### src/rtl/led_pwm_driver.sv
// LED pin output stage: active-low pin with 8-bit PWM brightness and an optional
// hardware blink, both configured through a small byte-wide register file.
//
// state  | meaning
// IDLE   | LED off, waiting for led_req
// STEADY | LED on at PWM brightness, no blink
// BLINK  | LED alternates on/off every period x PRESCALE cycles, on-phase first

module led_pwm_driver #(
    parameter int PRESCALE = 12000
) (
    input  logic       clk,
    input  logic       rst,
    input  logic       led_req,
    input  logic [3:0] address,
    input  logic       data_write,
    input  logic [7:0] data_in,
    output logic [7:0] data_out,
    output logic       led_pin,
    output logic       blink_wrap
);
    typedef enum logic [1:0] {
        IDLE   = 2'd0,
        STEADY = 2'd1,
        BLINK  = 2'd2
    } state_t;

    localparam logic [15:0] PRESC_LAST = 16'(PRESCALE - 1);

    state_t      state;
    logic [7:0]  duty;
    logic [7:0]  period;
    logic [7:0]  pwm_cnt;
    logic [7:0]  blink_cnt;
    logic [15:0] presc_cnt;
    logic        phase;
    logic        wrap_evt;

    logic tick;
    logic pwm_on;
    logic lit;
    logic wr_duty;
    logic wr_period;
    logic period_set;
    logic blink_restart;
    logic blink_step;

    always_comb begin
        tick       = (presc_cnt == PRESC_LAST);
        pwm_on     = (duty == 8'hFF) || (pwm_cnt < duty);
        lit        = pwm_on && ((state == STEADY) || ((state == BLINK) && phase));
        wr_duty    = data_write && (address == 4'h0);
        wr_period  = data_write && (address == 4'h1);
        period_set = (period != 8'h00);
        // Entering BLINK, or rewriting a nonzero period while blinking, restarts the on-phase.
        blink_restart = led_req && period_set &&
                        ((state != BLINK) || (wr_period && (data_in != 8'h00)));
        blink_step    = led_req && period_set && (state == BLINK) && !blink_restart && tick;
    end

    always_comb begin
        data_out = 8'h00;
        case (address)
            4'h0:    data_out = duty;
            4'h1:    data_out = period;
            // Phase is only meaningful while blinking, so it reads as 0 elsewhere.
            4'h2:    data_out = {4'b0000, state, phase & (state == BLINK), led_req};
            default: data_out = 8'h00;
        endcase
    end

    always_ff @(posedge clk or posedge rst) begin
        if (rst) begin
            state      <= IDLE;
            duty       <= 8'hFF;
            period     <= 8'h00;
            pwm_cnt    <= 8'h00;
            presc_cnt  <= 16'h0000;
            blink_cnt  <= 8'h00;
            phase      <= 1'b1;
            wrap_evt   <= 1'b0;
            led_pin    <= 1'b1;
            blink_wrap <= 1'b0;
        end else begin
            if (wr_duty) begin
                duty <= data_in;
            end
            if (wr_period) begin
                period <= data_in;
            end

            pwm_cnt    <= pwm_cnt + 8'd1;
            led_pin    <= ~lit;
            blink_wrap <= wrap_evt;
            wrap_evt   <= 1'b0;

            case (state)
                IDLE: begin
                    if (led_req) begin
                        state <= period_set ? BLINK : STEADY;
                    end
                end
                STEADY: begin
                    if (!led_req) begin
                        state <= IDLE;
                    end else if (period_set) begin
                        state <= BLINK;
                    end
                end
                BLINK: begin
                    if (!led_req) begin
                        state <= IDLE;
                    end else if (!period_set) begin
                        state <= STEADY;
                    end
                end
                default: state <= IDLE;
            endcase

            if (blink_restart) begin
                presc_cnt <= 16'h0000;
                blink_cnt <= 8'h00;
                phase     <= 1'b1;
            end else begin
                presc_cnt <= tick ? 16'h0000 : presc_cnt + 16'd1;
                if (blink_step) begin
                    if (blink_cnt == period - 8'd1) begin
                        blink_cnt <= 8'h00;
                        phase     <= ~phase;
                        wrap_evt  <= 1'b1;
                    end else begin
                        blink_cnt <= blink_cnt + 8'd1;
                    end
                end
            end
        end
    end

endmodule

### config.mk
export PLATFORM = sky130hd
export DESIGN_NAME = led_pwm_driver
export DESIGN_NICKNAME = d
export VERILOG_FILES = /design/src/rtl/led_pwm_driver.sv
export SDC_FILE = /design/constraint.sdc
export NUM_CORES = 1
export LEC_CHECK = 0
export BUFFER_PORTS_ARGS = -buffer_cell sky130_fd_sc_hd__buf_4
export CAP_MARGIN = 20
export CELL_PAD_IN_SITES_DETAIL_PLACEMENT = 0
export CELL_PAD_IN_SITES_GLOBAL_PLACEMENT = 1
export CORE_ASPECT_RATIO = 0.5
export CORE_UTILIZATION = 45
export CTS_CLUSTER_DIAMETER = 200
export DETAILED_ROUTE_END_ITERATION = 8
export PLACE_DENSITY = 0.76
export SKIP_LAST_GASP = 1
export SLEW_MARGIN = 20
export SYNTH_ARGS = -nofsm -noshare
export SYNTH_HDL_FRONTEND = slang
export SYNTH_SLANG_ARGS = --single-unit
### constraint.sdc
create_clock -name clk -period 3.5 [get_ports clk]
set_clock_uncertainty 0.1 [all_clocks]
set_input_delay 0.7 -clock clk [delete_from_list [all_inputs] [get_ports clk]]
set_output_delay 0.7 -clock clk [all_outputs]
set_load 0.05 [all_outputs]
==> results list, run 1 <==
- Timing would allow up to 382.1 MHz.
* Count of flip-flops with a built-in enable after synthesis: 0
- Once detail routing completed, the nets flagged for antenna violations numbered 0.
* Routed length per placed instance: 15.53 um
- Buffers added to address setup during post-CTS repair amount to 0.
- Counting distinct cell types in the post-synthesis netlist gives 47.
- Top-level port count: 26
* Setup TNS: 0 ps
- Count of buffers from port buffering: 25
* Register bit count reported by yosys: 54
* Cell area power density: 472.0 nW/um^2
- Data arrival time of the critical path: 1820 ps
- Cell count after placement: 417
- Number of violations reported at the end of detailed-routing iteration 0: 88
- Avg Inst Size Synth: 9.925 um^2
- Worst EP required: 2700 ps
- Relative contribution of combinational cells to total power: 0.219
* Final critical-path required period: 2617 ps
- DRC: 0
- Clock edge transition at the registers on the reported setup and hold paths: 70 ps
- Of all cell types, the one taking the most synthesized area is sky130_fd_sc_hd__dfrtp_1.
- Clk pwr share: 0.294
- Initial cell density of the core: 0.4875
* DR pass1 iterations: 4
- Number of global-route vias before repair: 2394
* HPWL reported at the end of detailed placement: 4.994 mm
* List of most frequent post-synthesis cells: sky130_fd_sc_hd__dfrtp_1 (44), sky130_fd_sc_hd__nor2_1 (36), sky130_fd_sc_hd__xnor2_1 (21)
- The share of synthesized area in the top cell type comes to 0.3567.
- Final hold analysis gives a worst-case slack of 252.1 ps.
* Total core area: 6331 um^2
- Number of resized instances in the post-cts repair step: 0
* Wire length of the first global-routing pass: 11.32 mm
* Unrepaired setup endpoints after global routing: no
- Among all stages on the critical path, the largest delay is contributed by sky130_fd_sc_hd__buf_4.
* Area occupied by registers: 1364 um^2
- The run finished with clean final reports.
- The final count of pins violating max slew came to 0.
* Non-filler instance count after layout: 425
- Gate family responsible for the most delay along the worst path: simple AND/OR/NAND/NOR gates
- Hold-fix buffer count after cts: 0
- Main synth FF type: sky130_fd_sc_hd__dfrtp_1
- The floorplan step defined a die boundary enclosing 7215 um^2.
- Max Buffers Root-to-Sink: 2
- The hold violation total from the final report came to 0.
* Sequential cell area fraction in the yosys report: 0.4418
- At the pin with the least slew margin, the transition time is 738.1 ps.
- The filler cells instantiated in the layout total 569.
* GP Congestion: 0.8406
* CTS H-tree depth: 2
* Later-pin clock latency in the skew report: 300 ps
- The critical path in this run is classified as input port to output pin.
* Synth area leaders: sky130_fd_sc_hd__dfrtp_1 (36%), sky130_fd_sc_hd__dfstp_2 (8.5%), sky130_fd_sc_hd__xnor2_1 (6.0%)
- STA classifies the critical path endpoint as an output pin.
* Largest fanout on the critical path: 13
- The mapped netlist covers 3087 um^2.
* Area of combinational cells with multiple inputs: 1644 um^2
- The routed layout has 2364 vias.
* Number of sinks handled by clock tree synthesis: 54
* Number of antenna violations at the first check in global routing: 0
- Period utilisation layout: 0.7477
* Leakage power total: 1.552 nW
- Max-cap violations in this run came to 0.
* Post-synthesis async set-or-reset flop share: 1.000
* Number of instances in the synthesized netlist: 311
- Setup slack after placement: 746.2 ps
* Most frequent cell after synthesis: sky130_fd_sc_hd__dfrtp_1
- CP Buf/Inv Count: 2
- Worst setup SP type: input port
* Maximum single-stage delay on the critical path: 240 ps
* IR Drop Worst-Case VDD: 0.2331 mV
- During synthesis, Yosys emitted a total of 0 warnings.
* Final setup violation count: 0
- For this run the aggregate overflow at the end of global routing stands at 0.
* Clock buffers created by TritonCTS: 5
* Vertical die dimension: 60.57 um
* Row Count: 20
- The worst pin sits at a relative slew slack of 0.5050.
- Entering global routing, the biggest net connects 23 pins.
- The root buffer cell chosen for the clock tree is sky130_fd_sc_hd__clkbuf_16.
* Via density per instance: 5.562
- Number of nets in the layout: 364
- In this run the horizontal extent of the chip is 119.1 um.
- The most numerous cell type found on the critical path is sky130_fd_sc_hd__buf_4.
* Total nets after synthesis: 339
* Area growth, synth to finish: 13.70%
- In the final layout, the share of cells above drive strength 1 is 0.2018.
* Power dissipated by switching net loads: 0.5169 mW
- Of the total power, the share spent switching nets is 0.3120.
* Tot GR Track Use: 0.2069
- The min-delay analysis places its worst path in the category register to register.
- The number of antenna diodes in the final layout is 0.
- Fraction of power consumed by sequential logic: 0.487
- Crit path setup slack, layout: 883.1 ps
* Internal power consumption: 1.140 mW
* Detailed-route wire length: 6.600 mm
- List of cells traversed by the critical path: buf_4 > nand2b_1 > nor3b_1 > a21oi_1 > nor3_1 > buf_4
* TritonCTS clock tree: built
## metal layers
metal  up-vias  share of wire  track usage
li1       1154              -            -
met4         0          0.013      0.07595
met5         -              0            0
met3         9          0.033      0.04981
met1      1171           0.49       0.2536
met2        30           0.47       0.3679
## cell type report
type	instances	share of cell area
Sequential cell	54	0.3886
Inverter	13	0.01390
Clock buffer	7	0.03779
Tap cell	88	0.03137
Clock inverter	1	0.002139
Timing Repair Buffer	27	0.05775
Multi-Input combinational cell	235	0.4684
## cells by family after synthesis
kind of cell	synth area share
AOI/OAI and AO/OA	0.08553
xor gates and xnor gates	0.09364
adders and majority gates	0.04864
buffers and inverters	0.02757
DFF	0.4418
muxes	0.07702
and+or+nand+nor	0.2258
## per-stage QoR
| stage | area [um^2] | utilization | power (mW) |
|---|---|---|---|
| global route | 3510 | 0.5543 | 1.750 |
| detailed placement | 3369 | 0.5322 | 1.180 |
| floorplan | 3093 | - | 1.065 |
| finish | 3510 | 0.5543 | 1.657 |
| CTS | 3510 | 0.5543 | 1.673 |
| global placement | 3369 | 0.5322 | 1.170 |
## sequential cells by signal, indices dropped and copies added, names as in the netlist
signal,flops
period,8
blink_wrap,1
blink_cnt,8
wrap_evt,1
duty,8
pwm_cnt,8
state,2
presc_cnt,16
phase,1
led_pin,1
## power groups by stage
stage	combinational (mW)	sequential, mW	clock (mW)
6_report	0.363	0.807	0.487
4_1_cts	0.367	0.805	0.501
3_5_place_dp	0.365	0.815	0
3_3_place_gp	0.357	0.813	0
5_1_grt	0.409	0.819	0.522
2_1_floorplan	0.283	0.782	0
## path summary, 6_finish.rpt
path	depth (start not counted)	endpoint	slack (ps)	startpoint
max	6	data_out[1]	880	address[0]
min	0	blink_wrap	250	wrap_evt
max reg2reg	6	presc_cnt[10]	1080	presc_cnt[0]
min reg2reg	0	blink_wrap	250	wrap_evt
max in group asynchronous	3	led_pin	2330	rst
min in group asynchronous	2	presc_cnt[13]	280	rst
## cells in the final DEF (no fill, tap or decap), types with 3 or more instances in the layout
cell                         n
sky130_fd_sc_hd__a211oi_1    3
sky130_fd_sc_hd__a21o_1      4
sky130_fd_sc_hd__a21oi_1    12
sky130_fd_sc_hd__and3_1      9
sky130_fd_sc_hd__buf_4      27
sky130_fd_sc_hd__clkbuf_16   5
sky130_fd_sc_hd__dfrtp_1    44
sky130_fd_sc_hd__dfstp_2    10
sky130_fd_sc_hd__ha_1       12
sky130_fd_sc_hd__inv_1      12
sky130_fd_sc_hd__mux2_2     14
sky130_fd_sc_hd__mux2i_1     8
sky130_fd_sc_hd__nand2_1    18
sky130_fd_sc_hd__nand2b_1    5
sky130_fd_sc_hd__nand3_1    17
sky130_fd_sc_hd__nand4_1     7
sky130_fd_sc_hd__nor2_1     36
sky130_fd_sc_hd__nor3_1     10
sky130_fd_sc_hd__nor3b_1     3
sky130_fd_sc_hd__nor4_1      5
sky130_fd_sc_hd__o21ai_0     5
sky130_fd_sc_hd__or4_1       3
sky130_fd_sc_hd__xnor2_1    21
sky130_fd_sc_hd__xor2_1     12
Power figures use the tool's default switching activity.
==> inputs of run 2 (changes only) <==
Settings changed: CORE_UTILIZATION 45 to 42, PLACE_DENSITY 0.76 to 0.74.
Clock period 3.5 ns to 2.1 ns, I/O delays scaled along.
==> results list, run 2 (synthesis gave the netlist of run 1 again) <==
- Run status: finished, violations left
- Violated checks: setup timing
* Transition at the pin with the smallest max-transition slack: 456.9 ps
- The final count of pins violating max slew is 0.
- The setup path with the least slack is of type register to register.
* DR pass1 iterations: 4
- The count of buffers added on input and output ports is 25.
* Class of the tightest hold or removal check: input port to async pin
- Power spread over the standard cell area amounts to 744.0 nW/um^2.
- Worst EP required: 2180 ps
- Leakage power total: 1.879 nW
- After clock tree synthesis, the clock-pin slew on the worst setup and hold paths is 70 ps.
* Clock buffers created by TritonCTS: 5
- Area growth, synth to finish: 32.51%
- Largest net degree at the start of global routing: 26
- Total grt overflow: 0
* Largest fanout on the critical path: 5
- Detailed-route wire length: 7.637 mm
- Unrepaired setup endpoints after global routing: yes
* Number of sinks handled by clock tree synthesis: 54
* Routed length per placed instance: 16.04 um
- HPWL reported at the end of detailed placement: 5.710 mm
- X dimension of the die: 123.2 um
- In the global route stage, met2 resource usage came out at 0.3624.
- Peak-usage layer in the global routing report: met2
- Total core area: 6884 um^2
* Fraction of power consumed by sequential logic: 0.422
* Vertical die dimension: 62.62 um
* CTS H-tree depth: 2
- The floorplan step defined a die boundary enclosing 7717 um^2.
* Cell count after placement: 459
- Of the total power, the clock network draws 0.268.
- For this design the total switching power over the nets is 0.9623 mW.
* Root Buffer: sky130_fd_sc_hd__clkbuf_16
- In the final layout, the share of cells above drive strength 1 is 0.3698.
* Non-filler instance count after layout: 476
- TritonCTS built the clock tree.
* Largest Register: presc_cnt
- N_diodes: 0
- The first routing iteration left 145 violations.
* Routing usage on met1: 0.2775
- For this run, the top clock speed supported by timing is 472.0 MHz.
- Crit path setup slack, layout: -18.52 ps
* Detailed-route via count: 2526
- Initial cell density of the core: 0.4484
- In the finished design, the share of the clock period the worst path needs comes to 1.009.
* Number of nets in the layout: 411
- No sink is reached through more buffers than the 2 on the longest clock path.
- The top cell types in the final layout, fill and taps aside, are sky130_fd_sc_hd__buf_4 (69), sky130_fd_sc_hd__dfrtp_1 (44), sky130_fd_sc_hd__nor2_1 (36), sky130_fd_sc_hd__xnor2_1 (21), sky130_fd_sc_hd__nand3_1 (17).
- In the global route stage, met3 resource usage came out at 0.04380.
* End-of-flow core utilization: 0.5941
* Total power: 3.043 mW
- IR Drop Worst-Case VDD: 0.3645 mV
* Crit end category: register
- The first global-routing pass estimated 12.61 mm of wire.
- In this run the remaining antenna-violating nets after routing total 0.
- During I/O placement, the number of pins put on the boundary was 26.
- The number of global-route vias before repair came to 2583.
- GP Congestion: 0.8321
- Number of maximum-capacitance violations: 0
- Relative contribution of combinational cells to total power: 0.310
- The register with the most flip-flops in the layout has 16 of them.
- Dividing the detail-routed via count by the number of cells gives 5.307.
* Count of endpoints failing hold in the final timing report: 0
- The initial antenna violation count came to 0.
* Later-pin clock latency in the skew report: 290 ps
- The worst pin sits at a relative slew slack of 0.6944.
- Setup TNS: -18.52 ps
* Commonest non-fill, non-tap cell in the layout: sky130_fd_sc_hd__buf_4
- Row Count: 21
* Worst setup SP type: register
- Of the total power, the share spent switching nets is 0.3162.
- Internal power consumption: 2.081 mW
- Final setup violation count: 1
- Counting I/O delays and the setup requirement, the final critical path takes 2119 ps.
- Data arrival time of the critical path: 2200 ps
- Hold-fix buffer count after cts: 0
* DRC: 0
* Tot GR Track Use: 0.2120
==> run 2: cell count changes in the layout (fill, tap and decap cells not counted), sizes merged <==
cell,change
buf,+47
==> run 2: metrics by stage <==
| stage | hold WS [ps] | cell area [um^2] | setup slack (ps) |
|---|---|---|---|
| 2_1_floorplan | 231.2 | 3144 | -140.3 |
| 3_3_place_gp | 231.7 | 3721 | -114.9 |
| 5_1_grt | 67.37 | 4090 | -120.3 |
| 3_5_place_dp | 242.6 | 3721 | -97.54 |
| 4_1_cts | 46.54 | 3948 | -3.686 |
| 6_report | 37.87 | 4090 | -18.52 |
==> run 2: routing by layer <==
metal,wire [um],vias to the layer above,part of all wire
li1,-,1245,-
met1,3609,1239,0.47
met2,3752,36,0.49
met3,226,6,0.030
met4,48,0,0.0063
met5,0,-,0
==> run 2: power groups by stage <==
| stage | combinational [mW] | sequential [mW] | clock (mW) |
|---|---|---|---|
| detailed placement | 0.832 | 1.29 | 0 |
| global placement | 0.817 | 1.29 | 0 |
| floorplan | 0.482 | 1.30 | 0 |
| CTS | 0.885 | 1.28 | 0.829 |
| finish | 0.943 | 1.29 | 0.815 |
| global route | 1.04 | 1.30 | 0.876 |
==> run 2: worst paths after layout <==
check	slack [ps]	startpoint	endpoint	cells past startpoint
worst min-delay path	40	rst	blink_cnt[0]	2
min in group clk	260	wrap_evt	blink_wrap	0
max in group asynchronous	1300	rst	duty[5]	3
worst min register to register	260	wrap_evt	blink_wrap	0
worst max-delay path	-20	period[3]	blink_cnt[1]	6
worst max register to register	-20	period[3]	blink_cnt[1]	6
==> run 2: what timing repair did <==
action                     CTS  global route
buffers inserted             3             6
pin swaps                    2             7
gates resized for setup     14            22
setup endpoints to repair   21            23
hold endpoints to repair     0             0
cloned                       0             0
==> run 2: cell type report <==
cell class	instances	area [um^2]
Inverter	13	48.80
Clock buffer	7	132.6
Fill cell	569	2794
Clock inverter	1	7.507
Multi-Input combinational cell	235	1839
Timing Repair Buffer	74	583.1
Tap cell	92	115.1
Sequential cell	54	1364
==> run 2: critical path: stages (launching register included) <==
cell                      delay [ps]
sky130_fd_sc_hd__dfrtp_1         380
sky130_fd_sc_hd__or4_4           580
sky130_fd_sc_hd__nor4b_4         360
sky130_fd_sc_hd__nor2b_4         100
sky130_fd_sc_hd__nand3_1         190
sky130_fd_sc_hd__a21oi_2          70
sky130_fd_sc_hd__a22o_1          230
==> inputs of run 3 (changes only) <==
Settings changed: ABC_AREA set to 1, CORE_UTILIZATION 42 to 45, PLACE_DENSITY 0.74 to 0.79.
Clock period 2.1 ns to 2.4 ns, I/O delays scaled along.
==> results list, run 3 <==
* Count of flip-flops with a built-in enable after synthesis: 0
* Cell area power density: 666.4 nW/um^2
- Total grt overflow: 0
- Setup repair after global routing left no endpoint under its margin.
- Final setup violation count: 0
- The final count of pins violating max slew was 0.
- Critical register-to-register path endpoint: blink_cnt[0]
- Sorting the synthesized cells by how often they occur yields sky130_fd_sc_hd__nand2_1 (85), sky130_fd_sc_hd__inv_1 (69), sky130_fd_sc_hd__dfrtp_1 (44).
- TritonCTS built the clock tree.
* Root Buffer: sky130_fd_sc_hd__clkbuf_16
- After synthesis, the share of flip-flops with an asynchronous set or reset is 1.000.
- Transition at the pin with the smallest max-transition slack: 454.8 ps
- Hold repair after CTS inserted 0 buffers.
- Measured against its own limit, the worst slew margin works out to 0.6963.
- The hold violation total from the final report is 0.
- Number of global-route vias before repair: 2686
- Met3 layer usage reported by global route: 0.04688
* Area growth, synth to finish: 13.83%
* Vertical die dimension: 62.33 um
- Layout cells sized above 1: 0.1767
- The first global-routing pass estimated 12.46 mm of wire.
* X dimension of the die: 122.7 um
* Data arrival time of the critical path: 1630 ps
- Total nets after synthesis: 442
- Total core area: 6858 um^2
- IR Drop Worst-Case VDD: 0.2837 mV
* CTS H-tree depth: 2
- List of cells traversed by the critical path: buf_4 > nor2_4 > inv_1 > nor3_1 > inv_1 > o221ai_1 > buf_4
- Peak-usage layer in the global routing report: met2
* Number of instances in the synthesized netlist: 414
* Register bit count reported by yosys: 54
* Tot GR Track Use: 0.2134
- In this run the static leakage power is 1.816 nW.
- sky130_fd_sc_hd__nand2_1 is the most common cell in the netlist.
- Initial cell density of the core: 0.4777
* Class of the tightest hold or removal check: input port to async pin
- Clock buffers created by TritonCTS: 5
- Crit end category: output pin
- Counting along the longest clock path gives a buffer depth of 2.
- Leaving out fill and tap cells, the most frequent cells in the layout are sky130_fd_sc_hd__nand2_1 (85), sky130_fd_sc_hd__inv_1 (68), sky130_fd_sc_hd__dfrtp_1 (44), sky130_fd_sc_hd__nor2_1 (34), sky130_fd_sc_hd__o21ai_0 (33).
* DRC: 0
- Summed over all layers, the routed wires come to 7.059 mm.
- STA classifies the critical path startpoint as an input port.
- The count of nets left with antenna violations once routing finished came out at 0.
* Number of resized instances in the post-cts repair step: 0
- The share of synthesized area in the top cell type comes to 0.3361.
* GP Congestion: 0.8442
- For this run, the post-layout net count is 474.
* Overall die area: 7645 um^2
* Number of violations reported at the end of detailed-routing iteration 0: 117
* Number of flip-flops in the largest register: 16
- HPWL reported at the end of detailed placement: 5.690 mm
* Top-level port count: 26
- DR pass1 iterations: 4
- Total power: 2.485 mW
* Number of antenna violations at the first check in global routing: 0
* Routed length per placed instance: 13.10 um
- Source of the worst register-to-register timing path: period[1]
* Cell depth of the worst flop-to-flop path: 12
- sky130_fd_sc_hd__dfrtp_1 takes more of the synthesized area than any other cell.
- Mapped Area: 3276 um^2
- Kind of critical path: input port to output pin
- Of the synthesized area, sequential elements account for 0.4163.
* Setup TNS: 0 ps
- Met2 track utilization from global routing: 0.3476
- Commonest non-fill, non-tap cell in the layout: sky130_fd_sc_hd__nand2_1
- Synth area leaders: sky130_fd_sc_hd__dfrtp_1 (34%), sky130_fd_sc_hd__nand2_1 (9.7%), sky130_fd_sc_hd__dfstp_2 (8.0%)
* Final critical-path required period: 2213 ps
- The routed layout has 2704 vias.
* Largest Register: presc_cnt
* Largest net degree at the start of global routing: 35
- Flop-to-flop setup slack: 440 ps
- In this run the tool buffered the top-level ports with 25 buffer cells.
- Routing usage on met1: 0.2792
* Maximum single-stage delay on the critical path: 240 ps
* Later-pin clock latency in the skew report: 300 ps
- Post-synthesis cell type count: 36
- Buffers added to address setup during post-CTS repair amount to 0.
- Based on the critical path, the design can be clocked at up to 452.0 MHz.
- Dividing the detail-routed via count by the number of cells gives 5.017.
- Each instance of the synthesized netlist takes up on average 7.912 um^2.
- Worst EP required: 1820 ps
- 0 antenna diodes ended up in the layout.
* Period utilisation layout: 0.9219
* Number of sinks handled by clock tree synthesis: 54
- In this run the core area contains 21 standard-cell rows.
- The most used flip-flop cell after synthesis is sky130_fd_sc_hd__dfrtp_1.
- The tool flagged a number of max-cap violations equal to 0.
- For this design, the slowest cell found on the critical path is sky130_fd_sc_hd__buf_4.
* Run status: complete, no violations
* Synth warnings: 0
- Clock-pin slew was measured on the worst setup and hold paths at 70 ps.
* Largest fanout on the critical path: 8
-- run 3: kinds of logic (layout without fill, tap and decap cells) --
| kind of cell | count (synthesis) | after routing | share of synthesized area |
|---|---|---|---|
| simple gates | 196 | 196 | 0.2979 |
| buf+inv | 76 | 109 | 0.09282 |
| compound gates | 59 | 59 | 0.1016 |
| flops | 54 | 54 | 0.4163 |
| xor+xnor | 17 | 17 | 0.04545 |
| fa+ha+maj | 12 | 12 | 0.04584 |
-- run 3: critical path, delay by kind of cell --
| kind | cells | cell delay, ps |
|---|---|---|
| AO/OA/AOI/OAI | 1 | 210 |
| buffers and inverters | 4 | 620 |
| AND/OR/NAND/NOR | 2 | 330 |
-- run 3: worst max path at each step --
stage	from	endpoint	slack [ps]
finish	address[3]	data_out[1]	190
global route	address[3]	data_out[1]	110
CTS	address[3]	data_out[1]	200
detailed placement	address[3]	data_out[1]	200
global placement	address[3]	data_out[3]	260
floorplan	address[3]	data_out[0]	20
-- run 3: final cells by class --
type	count	area, um^2
fillers	654	3129
multi-input cells	284	1608
flip-flops and latches	54	1364
inverters	73	276.5
repair buffers	28	222.7
clock buffers	6	128.9
well taps	92	115.1
clock inverters	2	13.76
-- run 3: layer usage --
layer,routed length [um],vias to the layer above
li1,-,1397
met1,3344,1269
met2,3379,29
met3,231,9
met4,104,0
met5,0,-
-- run 3: where the power goes --
group	internal (mW)	switching, mW	leakage (nW)
sequential	1.04	0.0945	0.681
combinational	0.226	0.406	1.06
clock	0.390	0.329	0.0712
total	1.65	0.830	1.82
-- run 3: stage by stage --
step                      std cells    util  hold WS [ps]  worst slack [ps]  area (um^2)
after floorplan                 414       -         231.2             16.56         3276
after global placement          531  0.5229         239.0             261.6         3586
after detailed placement        531  0.5229         254.8             199.5         3586
after CTS                       539  0.5437         108.8             202.3         3729
after global routing            539  0.5437         142.4             105.0         3729
final                           539  0.5437         95.26             187.4         3729
